$ cat config.mk
export PLATFORM = sky130hd
export DESIGN_NAME = wb_commit
export DESIGN_NICKNAME = d
export VERILOG_FILES = /design/src/rtl/wb_commit.sv
export SDC_FILE = /design/constraint.sdc
export NUM_CORES = 1
export LEC_CHECK = 0
export BUFFER_PORTS_ARGS = -buffer_cell sky130_fd_sc_hd__buf_2
export CAP_MARGIN = 25
export CORE_MARGIN = 2
export CORE_UTILIZATION = 40
export DETAILED_ROUTE_END_ITERATION = 16
export HOLD_SLACK_MARGIN = 0.15
export PLACE_DENSITY = 0.77
export SETUP_SLACK_MARGIN = 0.15
export SYNTH_ARGS = -nofsm -noshare
export SYNTH_HDL_FRONTEND = slang
export SYNTH_SLANG_ARGS = --single-unit
$ cat constraint.sdc
create_clock -name clk -period 6.3 [get_ports clk]
set_clock_uncertainty 0.2 [all_clocks]
set_input_delay 0.315 -clock clk [delete_from_list [all_inputs] [get_ports clk]]
set_output_delay 0.315 -clock clk [all_outputs]
set_load 0.01 [all_outputs]
$ cat src/rtl/wb_commit.sv
// Writeback/commit unit: drains latch stores to the D-cache, splitting page-crossing
// stores, then commits GPR/segment/EFLAGS/EIP updates in one registered cycle.
module wb_commit #(
    parameter int PA_W      = 15,
    parameter int PAGE_BITS = 12
) (
    input  logic            clk,
    input  logic            rst,
    input  logic            i_v,
    input  logic            i_wrReg1,
    input  logic            i_wrReg2,
    input  logic            i_wrSeg,
    input  logic            i_wrFlags,
    input  logic            i_wrMem1,
    input  logic            i_wrMem2,
    input  logic [31:0]     i_data1,
    input  logic [31:0]     i_data2,
    input  logic [31:0]     i_nEIP,
    input  logic [PA_W-1:0] i_PA1,
    input  logic [PA_W-1:0] i_PA2,
    input  logic [PA_W-1:0] i_PA3,
    input  logic [PA_W-1:0] i_PA4,
    input  logic [1:0]      i_size1,
    input  logic [1:0]      i_size2,
    input  logic [1:0]      i_opSize,
    input  logic [5:0]      i_eflags,
    input  logic [2:0]      i_dr1,
    input  logic [2:0]      i_dr2,
    input  logic [2:0]      i_drSeg,
    input  logic [1:0]      i_spill,
    output logic            o_stall,
    output logic            o_mreq,
    output logic [PA_W-1:0] o_maddr,
    output logic [31:0]     o_mdata,
    output logic [2:0]      o_mlen,
    input  logic            i_mack,
    output logic            o_rf_we1,
    output logic            o_rf_we2,
    output logic [2:0]      o_rf_addr1,
    output logic [2:0]      o_rf_addr2,
    output logic [31:0]     o_rf_data1,
    output logic [31:0]     o_rf_data2,
    output logic [1:0]      o_rf_size,
    output logic            o_seg_we,
    output logic [2:0]      o_seg_addr,
    output logic [15:0]     o_seg_data,
    output logic            o_flags_we,
    output logic [5:0]      o_flags,
    output logic            o_eip_we,
    output logic [31:0]     o_eip
);

    typedef enum logic [2:0] {IDLE, S1A, S1B, S2A, S2B} state_t;

    function automatic logic [2:0] nbytes(input logic [1:0] sz);
        logic [2:0] r;
        unique case (sz)
            2'b00:   r = 3'd1;
            2'b01:   r = 3'd2;
            default: r = 3'd4;
        endcase
        return r;
    endfunction

    // Bytes that fit before the page boundary, capped at the store size.
    function automatic logic [2:0] first_len(input logic [PAGE_BITS-1:0] off,
                                             input logic [2:0] b);
        logic [PAGE_BITS:0] room;
        room = (PAGE_BITS+1)'(1 << PAGE_BITS) - {1'b0, off};
        return (room < (PAGE_BITS+1)'(b)) ? room[2:0] : b;
    endfunction

    function automatic logic [31:0] lsb_bytes(input logic [31:0] d, input logic [2:0] n);
        logic [31:0] m;
        m = (n >= 3'd4) ? 32'hFFFF_FFFF : ((32'd1 << {n, 3'b000}) - 32'd1);
        return d & m;
    endfunction

    state_t          state_q, state_d;
    logic            mreq_q, mreq_d;
    logic [PA_W-1:0] maddr_q, maddr_d;
    logic [31:0]     mdata_q, mdata_d;
    logic [2:0]      mlen_q, mlen_d;
    logic            ack, last, commit;
    logic [2:0]      b1, b2, n1a, n2a;
    logic            has1b, has2b;

    assign ack   = i_mack & mreq_q;
    assign b1    = nbytes(i_size1);
    assign b2    = nbytes(i_size2);
    assign n1a   = first_len(i_PA1[PAGE_BITS-1:0], b1);
    assign n2a   = first_len(i_PA3[PAGE_BITS-1:0], b2);
    assign has1b = i_spill[0] && (n1a != b1);
    assign has2b = i_spill[1] && (n2a != b2);

    always_comb begin
        state_d = state_q;
        last    = 1'b0;
        unique case (state_q)
            IDLE: begin
                if (i_v && i_wrMem1)      state_d = S1A;
                else if (i_v && i_wrMem2) state_d = S2A;
            end
            S1A: if (ack) begin
                if (has1b)         state_d = S1B;
                else if (i_wrMem2) state_d = S2A;
                else begin
                    state_d = IDLE;
                    last    = 1'b1;
                end
            end
            S1B: if (ack) begin
                if (i_wrMem2) state_d = S2A;
                else begin
                    state_d = IDLE;
                    last    = 1'b1;
                end
            end
            S2A: if (ack) begin
                if (has2b) state_d = S2B;
                else begin
                    state_d = IDLE;
                    last    = 1'b1;
                end
            end
            S2B: if (ack) begin
                state_d = IDLE;
                last    = 1'b1;
            end
            default: state_d = IDLE;
        endcase
    end

    assign commit  = (state_q == IDLE && i_v && !i_wrMem1 && !i_wrMem2) || last;
    assign o_stall = (state_q == IDLE) ? (i_v && (i_wrMem1 || i_wrMem2)) : !last;

    // Request fields follow the state being entered, so they are ready on entry.
    always_comb begin
        mreq_d  = (state_d != IDLE);
        maddr_d = '0;
        mdata_d = '0;
        mlen_d  = '0;
        unique case (state_d)
            S1A: begin
                maddr_d = i_PA1;
                mlen_d  = n1a;
                mdata_d = lsb_bytes(i_data1, n1a);
            end
            S1B: begin
                maddr_d = i_PA2;
                mlen_d  = b1 - n1a;
                mdata_d = lsb_bytes(i_data1 >> {n1a, 3'b000}, b1 - n1a);
            end
            S2A: begin
                maddr_d = i_PA3;
                mlen_d  = n2a;
                mdata_d = lsb_bytes(i_data2, n2a);
            end
            S2B: begin
                maddr_d = i_PA4;
                mlen_d  = b2 - n2a;
                mdata_d = lsb_bytes(i_data2 >> {n2a, 3'b000}, b2 - n2a);
            end
            default: ;
        endcase
    end

    always_ff @(posedge clk or negedge rst) begin
        if (!rst) begin
            state_q    <= IDLE;
            mreq_q     <= 1'b0;
            maddr_q    <= '0;
            mdata_q    <= '0;
            mlen_q     <= '0;
            o_rf_we1   <= 1'b0;
            o_rf_we2   <= 1'b0;
            o_rf_addr1 <= '0;
            o_rf_addr2 <= '0;
            o_rf_data1 <= '0;
            o_rf_data2 <= '0;
            o_rf_size  <= '0;
            o_seg_we   <= 1'b0;
            o_seg_addr <= '0;
            o_seg_data <= '0;
            o_flags_we <= 1'b0;
            o_flags    <= '0;
            o_eip_we   <= 1'b0;
            o_eip      <= '0;
        end else begin
            state_q    <= state_d;
            mreq_q     <= mreq_d;
            maddr_q    <= maddr_d;
            mdata_q    <= mdata_d;
            mlen_q     <= mlen_d;
            o_rf_we1   <= commit && i_wrReg1;
            o_rf_we2   <= commit && i_wrReg2;
            o_seg_we   <= commit && i_wrSeg;
            o_flags_we <= commit && i_wrFlags;
            o_eip_we   <= commit;
            if (commit) begin
                o_rf_addr1 <= i_dr1;
                o_rf_addr2 <= i_dr2;
                o_rf_data1 <= i_data1;
                o_rf_data2 <= i_data2;
                o_rf_size  <= i_opSize;
                o_seg_addr <= i_drSeg;
                o_seg_data <= i_data2[15:0];
                o_flags    <= i_eflags;
                o_eip      <= i_nEIP;
            end
        end
    end

    assign o_mreq  = mreq_q;
    assign o_maddr = maddr_q;
    assign o_mdata = mdata_q;
    assign o_mlen  = mlen_q;

endmodule

==> impl_metrics.env <==
export IMPL_drt_iter0_markers=887
export IMPL_clk_pin_slew_ns=0.07
export IMPL_syn_nets=1065
export IMPL_rsz0062_at_grt="false"
export IMPL_r2r_start="o_mreq$_DFF_PN0_"
export IMPL_grt_pass1_wl_mm=54.5
export IMPL_cap_violations=0
export IMPL_synthAdderAreaFrac_pct=2.30
export IMPL_grtUsageMet3_pct=6.77
export IMPL_ant_nets=0
export IMPL_dp_cells=1503
export IMPL_critPathLaunchType="input pin"
export IMPL_gp_congestion=0.956
export IMPL_whs_ns=0.263
export IMPL_grt_usage_pct=29.0
export IMPL_area_delta_synth_final_pct=49.2
export IMPL_async_flop_share_pct=100
export IMPL_dieArea_sq_um=24600
export IMPL_p_int_uw=3550
export IMPL_via_count=9510
export IMPL_top_usage_layer="met2"
export IMPL_fin_crit_ns=5.79
export IMPL_cts_buffer_depth=2
export IMPL_clock_latency_ns=0.44
export IMPL_place_hpwl_mm=24.9
export IMPL_synth_cells=860
export IMPL_seq_area_frac_synth_pct=46.0
export IMPL_hp_class="input pin to flop"
export IMPL_ir_worst_vdd_uv=356
export IMPL_synth_warnings=0
export IMPL_fp_dieH_um=157
export IMPL_die_x_um=157
export IMPL_power_leakage_uw=0.00669
export IMPL_synth_compound_area_share_pct=14.6
export IMPL_endpoint_kind="flop"
export IMPL_seqPwrFrac_pct=33.0
export IMPL_numPortBuffers=374
export IMPL_setup_viol=0
export IMPL_share_comb_of_total_power_pct=47.5
export IMPL_nFillCells=1772
export IMPL_crit_arrival_ns=5.95
export IMPL_cts_buffers=17
export IMPL_critPathRequiredTime_ns=6.47
export IMPL_yosysUniqueCellTypes=73
export IMPL_drc=0
export IMPL_synth_cell_area_sq_um=9360
export IMPL_ys_ff_latch=172
export IMPL_worst_path_buf_inv=5
export IMPL_antenna_found_initial=1
export IMPL_max_freq_mhz=173
export IMPL_synth_top_area_share_pct=46.0
export IMPL_synthFlopType="dfrtp_1"
export IMPL_viasPerCell=5.53
export IMPL_drive_gt1_share_pct=39.1
export IMPL_io_pins=375
export IMPL_layout_common_cells="buf_2, dlygate4sd3_1, dfrtp_1"
export IMPL_tightest_slew_ns=0.905
export IMPL_crit_path_max_incr_delay_ns=0.58
export IMPL_yosys_area_top_type="dfrtp_1"
export IMPL_grt_met2_usage_pct=47.7
export IMPL_cts_sinks=172
export IMPL_switching_share_pct=39.0
export IMPL_synthSimpleGateAreaFrac_pct=11.9
export IMPL_avgRoutedWirePerCell_um=21.3
export IMPL_synthMuxAreaShare_pct=19.6
export IMPL_synthTopCellsByArea="dfrtp_1, mux2_2, mux2i_1"
export IMPL_cellPowerDensity_nw_per_um2=417
export IMPL_cp_cell_sequence="buf_2 -> inv_1 -> ha_1 -> xnor2_2 -> ha_1 -> a221oi_1 -> nand3_1 -> nor4_4 -> mux2i_2 -> inv_1 -> ha_1 -> nand2_1 -> a211oi_1 -> o41ai_1 -> nand2_1 -> nor3_1 -> a21o_1 -> a22oi_1 -> dlygate4sd3_1 -> nand2_1 -> dlygate4sd3_1"
export IMPL_fin_tns_setup_ns=0
export IMPL_power_switching_uw=2270
export IMPL_cp_max_fo=12
export IMPL_setup_worst_path_class="input pin to flop"
export IMPL_instances_no_fill=1719
export IMPL_outcome="finished, final reports clean"
export IMPL_slew_viol_final=0
export IMPL_utilization_pct=61.3
export IMPL_overflow=0
export IMPL_synth_top_family_by_area="multiplexers"
export IMPL_synth_area_per_cell_sq_um=10.9
export IMPL_globalRouteMet1Util_pct=37.7
export IMPL_root_buffer="clkbuf_16"
export IMPL_final_common_cell="buf_2"
export IMPL_cp_slowest_cell="dlygate4sd3_1"
export IMPL_cp_top_family="simple AND/OR/NAND/NOR gates"
export IMPL_layout_nets=1597
export IMPL_rows=55
export IMPL_grt_max_degree=102
export IMPL_period_share_pct=91.9
export IMPL_dr_pass1_iters=6
export IMPL_h_tree_depth=4
export IMPL_relSlewSlack_pct=39.7
export IMPL_synth_edf_count=0
export IMPL_tritoncts="built"
export IMPL_min_from="i_size1[1]"
export IMPL_crit_path_start="i_PA1[0]"
export IMPL_core_sq_um=22800
export IMPL_initial_utilization_pct=41.1
export IMPL_routed_wl_mm=36.6
export IMPL_synth_xor_area_share_pct=0.936
export IMPL_hold_viol_final=0
export IMPL_grt_pass1_vias=9530
export IMPL_clkPwrFrac_pct=19.5
==> layer usage <==
| layer | wire length (um) | share of wire, % |
|---|---|---|
| met3 | 3160 | 8.6 |
| met2 | 17800 | 49 |
| met5 | 0 | 0 |
| met1 | 14600 | 40 |
| met4 | 980 | 2.7 |
==> power by group through the flow <==
stage / Sequential [uW] / Combinational [uW] / Clock, uW
after floorplan: 2130 / 1200 / 0
after global placement: 1880 / 2370 / 0
after detailed placement: 1910 / 2410 / 0
after CTS: 1890 / 2680 / 1150
after global routing: 1980 / 2950 / 1190
final: 1920 / 2760 / 1130
==> worst paths after layout <==
| kind | to | slack (ns) | depth (start not counted) |
|---|---|---|---|
| hold reg to reg | o_rf_size[0]$_DFFE_PN0N_ | 0.29 | 1 |
| setup / recovery | o_mdata[22]$_DFF_PN0_ | 0.51 | 21 |
| max in group asynchronous | o_mdata[22]$_DFF_PN0_ | 4.12 | 3 |
| setup reg to reg | o_mdata[22]$_DFF_PN0_ | 2.06 | 11 |
| hold / removal | o_mlen[2]$_DFF_PN0_ | 0.26 | 4 |
| min in group asynchronous | state_q[1]$_DFF_PN0_ | 0.32 | 2 |
==> timing repair <==
action                                  CTS  global route
hold buffers                            180             0
buffers inserted                          0             3
gates resized for setup                   0             3
endpoints found under the hold margin   264             0
endpoints found under the setup margin    0             3
==> worst reg2reg max path, delay by kind of cell (launching register included) <==
family          cells  cell delay [ns]
flops               1             0.41
simple gates        5             1.64
compound gates      4             0.81
buf+inv             2             1.13
==> cell families after synthesis <==
logic type / count (synthesis)
AOI/OAI and AO/OA: 190
xor gates and xnor gates: 10
adders and majority gates: 16
buffers and inverters: 88
DFF: 172
muxes: 168
and+or+nand+nor: 216
==> stage by stage <==
step	total power, uW	setup slack, ns	area, sq um
5_1_grt	6120	0.145	14000
4_1_cts	5720	0.440	13900
2_1_floorplan	3330	0.439	9360
3_3_place_gp	4250	0.674	11500
6_report	5820	0.511	14000
3_5_place_dp	4310	0.529	11500
==> layout make-up <==
class	instances	area [sq um]	area share (%)
multi-input cells	600	4670	33.5
clock buffers	17	425	3.05
inverters	30	113	0.806
well taps	313	392	2.80
flip-flops and latches	172	4300	30.8
clock inverters	15	223	1.59
repair buffers	571	3830	27.5
diodes	1	2.50	0.0179
==> Yosys cell counts (6+ instances only) <==
library cell    n
a21oi_1        26
a221o_1         8
a22o_1         12
a22oi_1        28
a31oi_1         6
and2_1         10
buf_2          17
buf_4          16
clkbuf_1       18
dfrtp_1       172
ha_1           14
inv_1          28
mux2_1         27
mux2_2         99
mux2i_1        42
nand2_1        78
nand2b_1        6
nand3_1        22
nor2_1         37
nor2b_1         6
nor3_1          8
nor4_1          7
o211ai_1       20
o21ai_0        34
or2_2           7
xnor2_1         9
==> registers in the layout, summed over array words and instances, names as in the netlist <==
name        count
o_eip          32
o_eip_we        1
o_flags         6
o_flags_we      1
o_maddr        15
o_mdata        32
o_mlen          3
o_mreq          1
o_rf_addr1      3
o_rf_addr2      3
o_rf_data1     32
o_rf_data2     32
o_rf_size       2
o_rf_we1        1
o_rf_we2        1
o_seg_addr      3
o_seg_we        1
state_q         3
Note: power is estimated with default switching activity, not from simulation.
